`src/rtl/wb_arbiter_ctrl_pkg.sv`:
```
// Shared types and constants for the write-back controller:
// grant encoding, mux-select values and default widths.
package wb_arbiter_ctrl_pkg;

   localparam int unsigned XLEN_DEF      = 32;
   localparam int unsigned RADDR_DEF     = 5;
   localparam int unsigned MAX_LOADS_DEF = 4;

   localparam logic WB_SEL_ALU = 1'b1;
   localparam logic WB_SEL_MEM = 1'b0;

   typedef enum logic {
      GNT_ALU = 1'b0,
      GNT_MEM = 1'b1
   } grant_e;

   // Width needed to hold a count from 0 to n inclusive.
   function automatic int unsigned cnt_width(input int unsigned n);
      return (n < 1) ? 1 : $clog2(n + 1);
   endfunction

endpackage

```
`src/rtl/wb_arbiter_ctrl_if.sv`:
```
// Bundle of the ALU/memory write-back handshakes, load tracking and
// register-file write port; slave = controller side, master = environment.
interface wb_arbiter_ctrl_if
   import wb_arbiter_ctrl_pkg::*;
#(
   parameter int unsigned XLEN      = XLEN_DEF,
   parameter int unsigned RADDR     = RADDR_DEF,
   parameter int unsigned MAX_LOADS = MAX_LOADS_DEF
);
   localparam int unsigned CW = cnt_width(MAX_LOADS);

   logic             alu_valid;
   logic [RADDR-1:0] alu_rd;
   logic [XLEN-1:0]  alu_data;
   logic             alu_ready;

   logic             mem_valid;
   logic [RADDR-1:0] mem_rd;
   logic [XLEN-1:0]  mem_data;
   logic             mem_ready;

   logic             ld_issue;
   logic             ld_full;
   logic [CW-1:0]    ld_count;
   logic             ovf_err;

   logic             rf_we;
   logic [RADDR-1:0] rf_waddr;
   logic [XLEN-1:0]  rf_wdata;
   logic             wb_sel;

   modport slave (
      input  alu_valid, alu_rd, alu_data,
      output alu_ready,
      input  mem_valid, mem_rd, mem_data,
      output mem_ready,
      input  ld_issue,
      output ld_full, ld_count, ovf_err,
      output rf_we, rf_waddr, rf_wdata, wb_sel
   );

   modport master (
      output alu_valid, alu_rd, alu_data,
      input  alu_ready,
      output mem_valid, mem_rd, mem_data,
      input  mem_ready,
      output ld_issue,
      input  ld_full, ld_count, ovf_err,
      input  rf_we, rf_waddr, rf_wdata, wb_sel
   );

endinterface

```
`src/rtl/wb_arbiter_ctrl_rr_arbiter.sv`:
```
// Two-way round-robin arbiter between the ALU and memory return paths;
// remembers the last granted side so contention alternates.
module wb_rr_arbiter
   import wb_arbiter_ctrl_pkg::*;
(
   input  logic   clk,
   input  logic   rst,
   input  logic   alu_valid,
   input  logic   mem_valid,
   output logic   alu_ready,
   output logic   mem_ready,
   output grant_e grant,
   output logic   grant_valid
);

   grant_e last_grant;
   grant_e last_grant_nxt;

   always_ff @(posedge clk or posedge rst) begin
      if (rst) begin
         last_grant <= GNT_MEM;
      end else begin
         last_grant <= last_grant_nxt;
      end
   end

   // Ready only ever follows its own valid, so a grant is always a transfer.
   always_comb begin
      last_grant_nxt = last_grant;
      alu_ready      = 1'b0;
      mem_ready      = 1'b0;
      grant          = GNT_ALU;
      grant_valid    = 1'b0;

      if (alu_valid && mem_valid) begin
         grant       = (last_grant == GNT_ALU) ? GNT_MEM : GNT_ALU;
         grant_valid = 1'b1;
      end else if (alu_valid) begin
         grant       = GNT_ALU;
         grant_valid = 1'b1;
      end else if (mem_valid) begin
         grant       = GNT_MEM;
         grant_valid = 1'b1;
      end

      if (grant_valid) begin
         alu_ready      = (grant == GNT_ALU);
         mem_ready      = (grant == GNT_MEM);
         last_grant_nxt = grant;
      end
   end

endmodule

```
`src/rtl/wb_arbiter_ctrl.sv`:
```
// Write-back controller: arbitrates ALU results and load returns onto the
// single register-file write port and tracks outstanding loads.
module wb_arbiter_ctrl
   import wb_arbiter_ctrl_pkg::*;
#(
   parameter int unsigned XLEN      = XLEN_DEF,
   parameter int unsigned RADDR     = RADDR_DEF,
   parameter int unsigned MAX_LOADS = MAX_LOADS_DEF
) (
   input logic              clk,
   input logic              rst,
   wb_arbiter_ctrl_if.slave bus
);

   localparam int unsigned CW = cnt_width(MAX_LOADS);

   logic             alu_ready;
   logic             mem_ready;
   grant_e           grant;
   logic             grant_valid;

   logic [RADDR-1:0] win_rd;
   logic [XLEN-1:0]  win_data;
   logic             win_sel;
   logic             mem_xfer;
   logic             issue_ok;
   logic             ret_dec;
   logic             ovf_set;

   logic [CW-1:0]    ld_count_q;
   logic             ld_full;
   logic             ovf_err_q;
   logic             rf_we_q;
   logic [RADDR-1:0] rf_waddr_q;
   logic [XLEN-1:0]  rf_wdata_q;
   logic             wb_sel_q;

   wb_rr_arbiter u_arb (
      .clk         (clk),
      .rst         (rst),
      .alu_valid   (bus.alu_valid),
      .mem_valid   (bus.mem_valid),
      .alu_ready   (alu_ready),
      .mem_ready   (mem_ready),
      .grant       (grant),
      .grant_valid (grant_valid)
   );

   // Winning write payload and load-counter events for this cycle.
   always_comb begin
      win_rd   = bus.alu_rd;
      win_data = bus.alu_data;
      win_sel  = WB_SEL_ALU;
      if (grant == GNT_MEM) begin
         win_rd   = bus.mem_rd;
         win_data = bus.mem_data;
         win_sel  = WB_SEL_MEM;
      end
      mem_xfer = bus.mem_valid && mem_ready;
      issue_ok = bus.ld_issue && !ld_full;
      ret_dec  = mem_xfer && (ld_count_q != '0);
      ovf_set  = (bus.ld_issue && ld_full) || (mem_xfer && (ld_count_q == '0));
   end

   assign ld_full = (ld_count_q == CW'(MAX_LOADS));

   // Outstanding-load count and sticky overflow/underflow flag.
   always_ff @(posedge clk or posedge rst) begin
      if (rst) begin
         ld_count_q <= '0;
         ovf_err_q  <= 1'b0;
      end else begin
         ld_count_q <= ld_count_q + CW'(issue_ok) - CW'(ret_dec);
         if (ovf_set) begin
            ovf_err_q <= 1'b1;
         end
      end
   end

   // Registered write port; writes to x0 are consumed but never enabled.
   always_ff @(posedge clk or posedge rst) begin
      if (rst) begin
         rf_we_q    <= 1'b0;
         rf_waddr_q <= '0;
         rf_wdata_q <= '0;
         wb_sel_q   <= WB_SEL_ALU;
      end else begin
         rf_we_q <= grant_valid && (win_rd != '0);
         if (grant_valid) begin
            rf_waddr_q <= win_rd;
            rf_wdata_q <= win_data;
            wb_sel_q   <= win_sel;
         end
      end
   end

   assign bus.alu_ready = alu_ready;
   assign bus.mem_ready = mem_ready;
   assign bus.ld_full   = ld_full;
   assign bus.ld_count  = ld_count_q;
   assign bus.ovf_err   = ovf_err_q;
   assign bus.rf_we     = rf_we_q;
   assign bus.rf_waddr  = rf_waddr_q;
   assign bus.rf_wdata  = rf_wdata_q;
   assign bus.wb_sel    = wb_sel_q;

endmodule

```
`src/flat_wrapper.sv`:
```
// flat-port wrapper written by rule: the top's interface ports become plain ports
module wb_arbiter_ctrl_flat import wb_arbiter_ctrl_pkg::*;
#(
   parameter int unsigned XLEN      = XLEN_DEF,
   parameter int unsigned RADDR     = RADDR_DEF,
   parameter int unsigned MAX_LOADS = MAX_LOADS_DEF
)
  (clk, rst, bus_alu_valid, bus_alu_rd, bus_alu_data, bus_alu_ready, bus_mem_valid, bus_mem_rd, bus_mem_data, bus_mem_ready, bus_ld_issue, bus_ld_full, bus_ld_count, bus_ovf_err, bus_rf_we, bus_rf_waddr, bus_rf_wdata, bus_wb_sel);
  wb_arbiter_ctrl_if #(.XLEN(XLEN), .RADDR(RADDR), .MAX_LOADS(MAX_LOADS)) bus_i ();
  input logic clk;
  input logic rst;
  input wire logic [$bits(bus_i.alu_valid)-1:0] bus_alu_valid;
  input wire logic [$bits(bus_i.alu_rd)-1:0] bus_alu_rd;
  input wire logic [$bits(bus_i.alu_data)-1:0] bus_alu_data;
  output wire logic [$bits(bus_i.alu_ready)-1:0] bus_alu_ready;
  input wire logic [$bits(bus_i.mem_valid)-1:0] bus_mem_valid;
  input wire logic [$bits(bus_i.mem_rd)-1:0] bus_mem_rd;
  input wire logic [$bits(bus_i.mem_data)-1:0] bus_mem_data;
  output wire logic [$bits(bus_i.mem_ready)-1:0] bus_mem_ready;
  input wire logic [$bits(bus_i.ld_issue)-1:0] bus_ld_issue;
  output wire logic [$bits(bus_i.ld_full)-1:0] bus_ld_full;
  output wire logic [$bits(bus_i.ld_count)-1:0] bus_ld_count;
  output wire logic [$bits(bus_i.ovf_err)-1:0] bus_ovf_err;
  output wire logic [$bits(bus_i.rf_we)-1:0] bus_rf_we;
  output wire logic [$bits(bus_i.rf_waddr)-1:0] bus_rf_waddr;
  output wire logic [$bits(bus_i.rf_wdata)-1:0] bus_rf_wdata;
  output wire logic [$bits(bus_i.wb_sel)-1:0] bus_wb_sel;
  assign bus_i.alu_valid = bus_alu_valid;
  assign bus_i.alu_rd = bus_alu_rd;
  assign bus_i.alu_data = bus_alu_data;
  assign bus_alu_ready = bus_i.alu_ready;
  assign bus_i.mem_valid = bus_mem_valid;
  assign bus_i.mem_rd = bus_mem_rd;
  assign bus_i.mem_data = bus_mem_data;
  assign bus_mem_ready = bus_i.mem_ready;
  assign bus_i.ld_issue = bus_ld_issue;
  assign bus_ld_full = bus_i.ld_full;
  assign bus_ld_count = bus_i.ld_count;
  assign bus_ovf_err = bus_i.ovf_err;
  assign bus_rf_we = bus_i.rf_we;
  assign bus_rf_waddr = bus_i.rf_waddr;
  assign bus_rf_wdata = bus_i.rf_wdata;
  assign bus_wb_sel = bus_i.wb_sel;
  wb_arbiter_ctrl #(.XLEN(XLEN), .RADDR(RADDR), .MAX_LOADS(MAX_LOADS)) u_core (.clk(clk), .rst(rst), .bus(bus_i));
endmodule
```
`config.mk`:
```
export PLATFORM = sky130hd
export DESIGN_NAME = wb_arbiter_ctrl_flat
export DESIGN_NICKNAME = d
export VERILOG_FILES = /design/src/rtl/wb_arbiter_ctrl_pkg.sv /design/src/rtl/wb_arbiter_ctrl_if.sv /design/src/rtl/wb_arbiter_ctrl_rr_arbiter.sv /design/src/rtl/wb_arbiter_ctrl.sv /design/src/flat_wrapper.sv
export SDC_FILE = /design/constraint.sdc
export NUM_CORES = 1
export LEC_CHECK = 0
export BUFFER_PORTS_ARGS = -buffer_cell sky130_fd_sc_hd__buf_4
export CAP_MARGIN = 20
export CORE_MARGIN = 2
export CORE_UTILIZATION = 46
export CTS_CLUSTER_DIAMETER = 60
export DETAILED_ROUTE_END_ITERATION = 8
export PLACE_DENSITY = 0.95
export SKIP_LAST_GASP = 1
export SYNTH_ARGS = -nofsm -noshare
export SYNTH_HDL_FRONTEND = slang
export SYNTH_SLANG_ARGS = --single-unit
```
`constraint.sdc`:
```
create_clock -name clk -period 3.5 [get_ports clk]
set_input_delay 0 -clock clk [delete_from_list [all_inputs] [get_ports clk]]
set_output_delay 0 -clock clk [all_outputs]
set_load 0.05 [all_outputs]
```
Word level (Yosys, flattened, before mapping). Index checks and enable logic that the tools add are counted.

Flip-flop bits (word level): 44. Logic and storage cells: 34. Output and inout port bits: 46. Input port bits: 79.

$add $sub $neg: 2. Reductions and logical operators: 12. Muxes and demuxes: 11. Bitwise gates (word level): 1. Eq/ne operators: 1.

Operators by type and width (number): two-way mux 32 bit (1); two-way mux 1 bit (9); logical AND 1 bit (7); two-way mux 5 bit (1); nonzero test 5 bit (1); adder 3 x 1 -> 3 bit (1); == test 3 bit, second input constant (1); zero test 3 bit (1); nonzero test 3 bit (1); subtractor 3 x 1 -> 3 bit (1); zero test 1 bit (1); logical OR 1 bit (1); NOT 1 bit (1).

Depth between registers and ports, before layout.
Word-level depth: 7. Mapped depth: 9. Mapped depth without buffers: 8.

Modules after synthesis. Synthesis repeated with hierarchy kept, for this count alone.

Cells, all modules: 203. Area total of the unflattened synthesis: 2125.8 um2.

Modules (own cells, without submodules): wb_arbiter_ctrl (cells each 194, instances 1, area an instance 2054.5 um2, sequential area each 1077.3 um2); wb_rr_arbiter (cells each 9, instances 1, area an instance 71.3 um2, sequential area each 26.3 um2).

Least setup slack after synthesis. OpenSTA, ideal clock, no wires.

Path kind: register -> register. Start: register u_core.ld_count_q[0], in the netlist u_core.bus.ld_count[0]. End: register u_core.ld_count_q[2], in the netlist u_core.bus.ld_count[2]. Cell stages (with the launch flop): 8. Data arrival time: 2.155 ns. Required time: 3.376 ns. Setup time: 0.124 ns. Path slack: 1.220 ns. Cells stage by stage: dfrtp_1 > nor2_1 > and2_1 > nor2b_1 > ha_1 > fa_1 > xnor2_1 > xnor2_1.

Cells in the longest elaborated chain, start to end: 5.

Ends and longest elaborated chain: start, declared (RTL line wb_arbiter_ctrl.sv:30) `logic [CW-1:0] ld_count_q;`; start signal, assigned (RTL line wb_arbiter_ctrl.sv:73) `ld_count_q <= ld_count_q + CW'(issue_ok) - CW'(ret_dec);`; == test 3 bit (RTL line wb_arbiter_ctrl.sv:65) `assign ld_full = (ld_count_q == CW'(MAX_LOADS));`; via bus_ld_full (RTL line flat_wrapper.sv:21) `output wire logic [$bits(bus_i.ld_full)-1:0] bus_ld_full;`; zero test 1 bit (RTL line wb_arbiter_ctrl.sv:60) `issue_ok = bus.ld_issue && !ld_full;`; logical AND 1 bit (RTL line wb_arbiter_ctrl.sv:60); adder 3 x 1 -> 3 bit (RTL line wb_arbiter_ctrl.sv:73); subtractor 3 x 1 -> 3 bit (RTL line wb_arbiter_ctrl.sv:73).

The timed path passes the listed nets, and every way through them passes these cells. A chain may end at the register's enable or synchronous reset.

Final worst setup path.
Start: input port bus_alu_valid. End: register u_core.ld_count_q[2], in the netlist u_core.bus.ld_count[2].

Cells in the longest elaborated chain, start to end: 6.

Ends and longest elaborated chain: start, declared (RTL line flat_wrapper.sv:12) `input wire logic [$bits(bus_i.alu_valid)-1:0] bus_alu_valid;`; two-way mux 1 bit / logical AND 1 bit (equally long branches) (RTL line wb_arbiter_ctrl_rr_arbiter.sv:38, wb_arbiter_ctrl_rr_arbiter.sv:35); two-way mux 1 bit (RTL line wb_arbiter_ctrl_rr_arbiter.sv:35) `if (alu_valid && mem_valid) begin`; two-way mux 1 bit * (RTL line wb_arbiter_ctrl_rr_arbiter.sv:46) `if (grant_valid) begin`; logical AND 1 bit * (RTL line wb_arbiter_ctrl.sv:59) `mem_xfer = bus.mem_valid && mem_ready;`; logical AND 1 bit * (RTL line wb_arbiter_ctrl.sv:61) `ret_dec = mem_xfer && (ld_count_q != '0);`; subtractor 3 x 1 -> 3 bit * (RTL line wb_arbiter_ctrl.sv:73).

Every way passes the cells marked *; elsewhere a longest branch is shown, timed or not.

==> reports/results.tsv <==
stage	metric	value	unit
critical_path	cp_data_arrival_time	2.46	ns
logic_synthesis	synth_top_area_frac	0.512	
global_route	grt_pass1_vias	2177	
logic_synthesis	yosys-top-cells-count	42 x dfrtp_1, 33 x a21o_1, 20 x a22o_1, 12 x a22o_2, 6 x nand2_1	
sta	max_freq	0.445	GHz
critical_path	cp.required	3.71	ns
global_route	grt_max_degree	45	
logic_synthesis	yosysSeqAreaShare	0.537	
global_route	met2_usage	0.493	
floorplanning	dieWidth	70.8	µm
sta	drv_slew	0	
place	gp_congestion	0.736	
place	hpwl	3850	µm
logic_synthesis	synth-edff-count	0	
critical_path	cp-startpoint	bus_alu_valid	
sta	fin_worst_skew	0.00762	ns
critical_path	path_class	input pin to flop	
sta	maxSlewHeadroom	0.500	
clock_tree	clk_latency	0.29	ns
critical_path	rr_worst_depth	8	
clock_tree	tritoncts	done	
final_layout	layout.nets	410	
logic_synthesis	synth_top_area_cell	dfrtp_1	
logic_synthesis	ys.flop_type	dfrtp_1	
detailed_routing	post_drt_wl_per_cell	16.7	µm
pwr	irDropWorstVdd	0.716	mV
floorplanning	start_util	0.475	
detailed_routing	wl	6370	µm
pwr	powerDensity	528	nW/µm²
pwr	leakage	1.88	nW
global_route	gr-max-usage-layer	met2	
logic_synthesis	synth_area_leaders	dfrtp_1 51%, a21o_1 12%, a22o_1 8.5%	
logic_synthesis	ys_ff_latch	44	
final_layout	drive_gt1_frac	0.480	
global_route	overflow	0	
floorplanning	fp.dieArea	5020	µm²
sta	whs	0.00197	ns
global_route	grtUsageMet1	0.280	
flow_run	cap_violations	0	
clock_tree	cts_buffer_depth	2	
detailed_routing	postRouteAntennaNets	0	
clock_tree	root_buffer	clkbuf_8	
logic_synthesis	yosysMostFrequentCell	dfrtp_1	
global_route	grt_pass1_wl	10100	µm
floorplanning	dieHeight	70.8	µm
critical_path	rr_endpoint	u_core.bus.ld_count[2]$_DFF_PP0_	
sta	rsz0062_at_grt	no	
critical_path	r2r_start	u_core.u_arb.last_grant$_DFFE_PP1P_	
logic_synthesis	synth.avg_cell_area	12.7	µm²
detailed_routing	routed-via-count	1987	
logic_synthesis	synth_cell_types	29	
floorplanning	core_area	4320	µm²
critical_path	endpoint	u_core.bus.ld_count[2]$_DFF_PP0_	
sta	finalCriticalPeriod	2.25	ns
sta	setup_violations	0	
global_route	use_met3	0.0570	
critical_path	crit_fanout	17	
critical_path	rrSetupSlack	1.28	ns
logic_synthesis	syn_nets	244	
detailed_routing	drt-pass1-iter-count	4	
critical_path	crit_path_end_kind	flop	
final_layout	area_growth	72.2	%
detailed_routing	vias_per_cell	5.22	
logic_synthesis	async_flop_share	1.00	
clock_tree	cts_buffers	5	
hold_path	min_path_type	input pin to flop	
final_layout	antenna_cells	0	
clock_tree	htree_num_levels	2	
sta	layout_worst_path_cycle_share	0.643	
critical_path	start_kind	input pin	
logic_synthesis	yosysWarningCount	0	
outcome	status	complete, no violations	
detailed_routing	remaining_drc_errors	0	
clock_tree	cts_num_sinks	44	
detailed_routing	drt_iter0_drc	117	
floorplanning	rows	24	
global_route	antenna_found_initial	0	
clock_tree	clk_pin_slew	0.08	ns
final_layout	fill_cells	261	
sta	worst_slew_pin_slew	0.749	ns
logic_synthesis	synthCells	162	
sta	fin_setup_tns	0	ns
logic_synthesis	syn_area	2050	µm²
global_route	track_usage	0.257	
floorplanning	io_pins	125	
place	io_buffers	124	
sta	hold_violations	0	
through the flow:
step	util	power [W]	setup WS [ns]	area, µm²	instances
floorplan	-	0.00115	1.22	2050	162
CTS	0.818	0.00187	1.24	3540	381
finish	0.818	0.00187	1.25	3540	381
global placement	0.690	0.00138	1.37	2980	330
detailed placement	0.690	0.00141	1.29	2980	330
global route	0.818	0.00195	1.13	3540	381
kinds of logic after synthesis:
group	share of synthesized area
fa+ha+maj	0.0219
buf+inv	0.0560
flops	0.537
mux	0.0305
xor+xnor	0.00853
compound gates	0.304
simple gates	0.0420
layout make-up:
type                            instances  area [µm²]  share of cell area
Clock buffer                            7        96.3              0.0272
Clock inverter                          1        30.0             0.00849
Inverter                                5        18.8             0.00530
Multi-Input combinational cell        102         841               0.238
Sequential cell                        44        1100               0.312
Tap cell                               52        65.1              0.0184
Timing Repair Buffer                  170        1380               0.391
layer usage:
metal,part of all wire,wire length [µm],vias up
met3,0.064,410,10
met5,0,0,-
met4,0.014,92,0
met2,0.56,3550,89
li1,-,-,926
met1,0.36,2330,962
where the power goes:
| group | total, W | switching, W | internal (W) |
|---|---|---|---|
| combinational | 0.000804 | 0.000483 | 0.000320 |
| clock | 0.000416 | 0.000164 | 0.000252 |
| sequential | 0.000649 | 0.0000593 | 0.000589 |
how the worst min path moves through the flow:
stage	from	endpoint	slack [ns]	cells past startpoint
detailed placement	rst	u_core.bus.rf_wdata[28]$_DFFE_PP0P_	0.18	3
CTS	bus_alu_rd[0]	u_core.bus.rf_waddr[0]$_DFFE_PP0P_	0.003	3
global route	bus_mem_data[8]	u_core.bus.rf_wdata[8]$_DFFE_PP0P_	0.01	3
global placement	rst	u_core.bus.rf_wdata[23]$_DFFE_PP0P_	0.17	3
finish	bus_alu_rd[0]	u_core.bus.rf_waddr[0]$_DFFE_PP0P_	0.002	3
floorplan	bus_alu_valid	u_core.u_arb.last_grant$_DFFE_PP1P_	0.05	1
registers in the layout (all words and copies together) (netlist names):
signal                   flops
u_core.bus.wb_sel            1
u_core.bus.rf_we             1
u_core.bus.ld_count          3
u_core.bus.rf_wdata         32
u_core.bus.rf_waddr          5
u_core.u_arb.last_grant      1
u_core.bus.ovf_err           1
worst max-delay path, stage by stage:
cell	delay (ns)
dlygate4sd3_1	0.54
buf_4	0.17
a21boi_4	0.45
o31a_1	0.24
ha_1	0.12
inv_1	0.04
ha_1	0.20
fa_1	0.38
xnor2_1	0.18
xnor2_1	0.14
timing repair:
item | 4_1_cts | 5_1_grt
hold buffers | 43 | 0
setup buffers | 0 | 0
hold endpoints to repair | 79 | 0
gates resized for setup | 0 | 0
cells in the final DEF, fill, tap and decap left out, drive strengths merged:
| cell type | netlist | final |
|---|---|---|
| dfrtp | 42 | 42 |
| nor4 | 2 | 2 |
| nor2 | 6 | 6 |
| and2 | 1 | 1 |
| bufinv | 0 | 1 |
| buf | 10 | 127 |
| a21boi | 1 | 1 |
| dfstp | 2 | 2 |
| nand2 | 6 | 6 |
| xnor2 | 2 | 2 |
| a21oi | 1 | 1 |
| fa | 1 | 1 |
| a22o | 32 | 32 |
| nor2b | 1 | 1 |
| a32oi | 1 | 1 |
| dlygate4sd3 | 0 | 43 |
| a21o | 33 | 33 |
| ha | 2 | 2 |
| mux2 | 2 | 2 |
| nand2b | 1 | 1 |
| inv | 5 | 4 |
| o21ai | 5 | 5 |
| clkbuf | 1 | 7 |
| clkinv | 0 | 1 |
| o31a | 1 | 1 |
| mux2i | 4 | 4 |
Note: power is estimated with default switching activity, not from simulation.
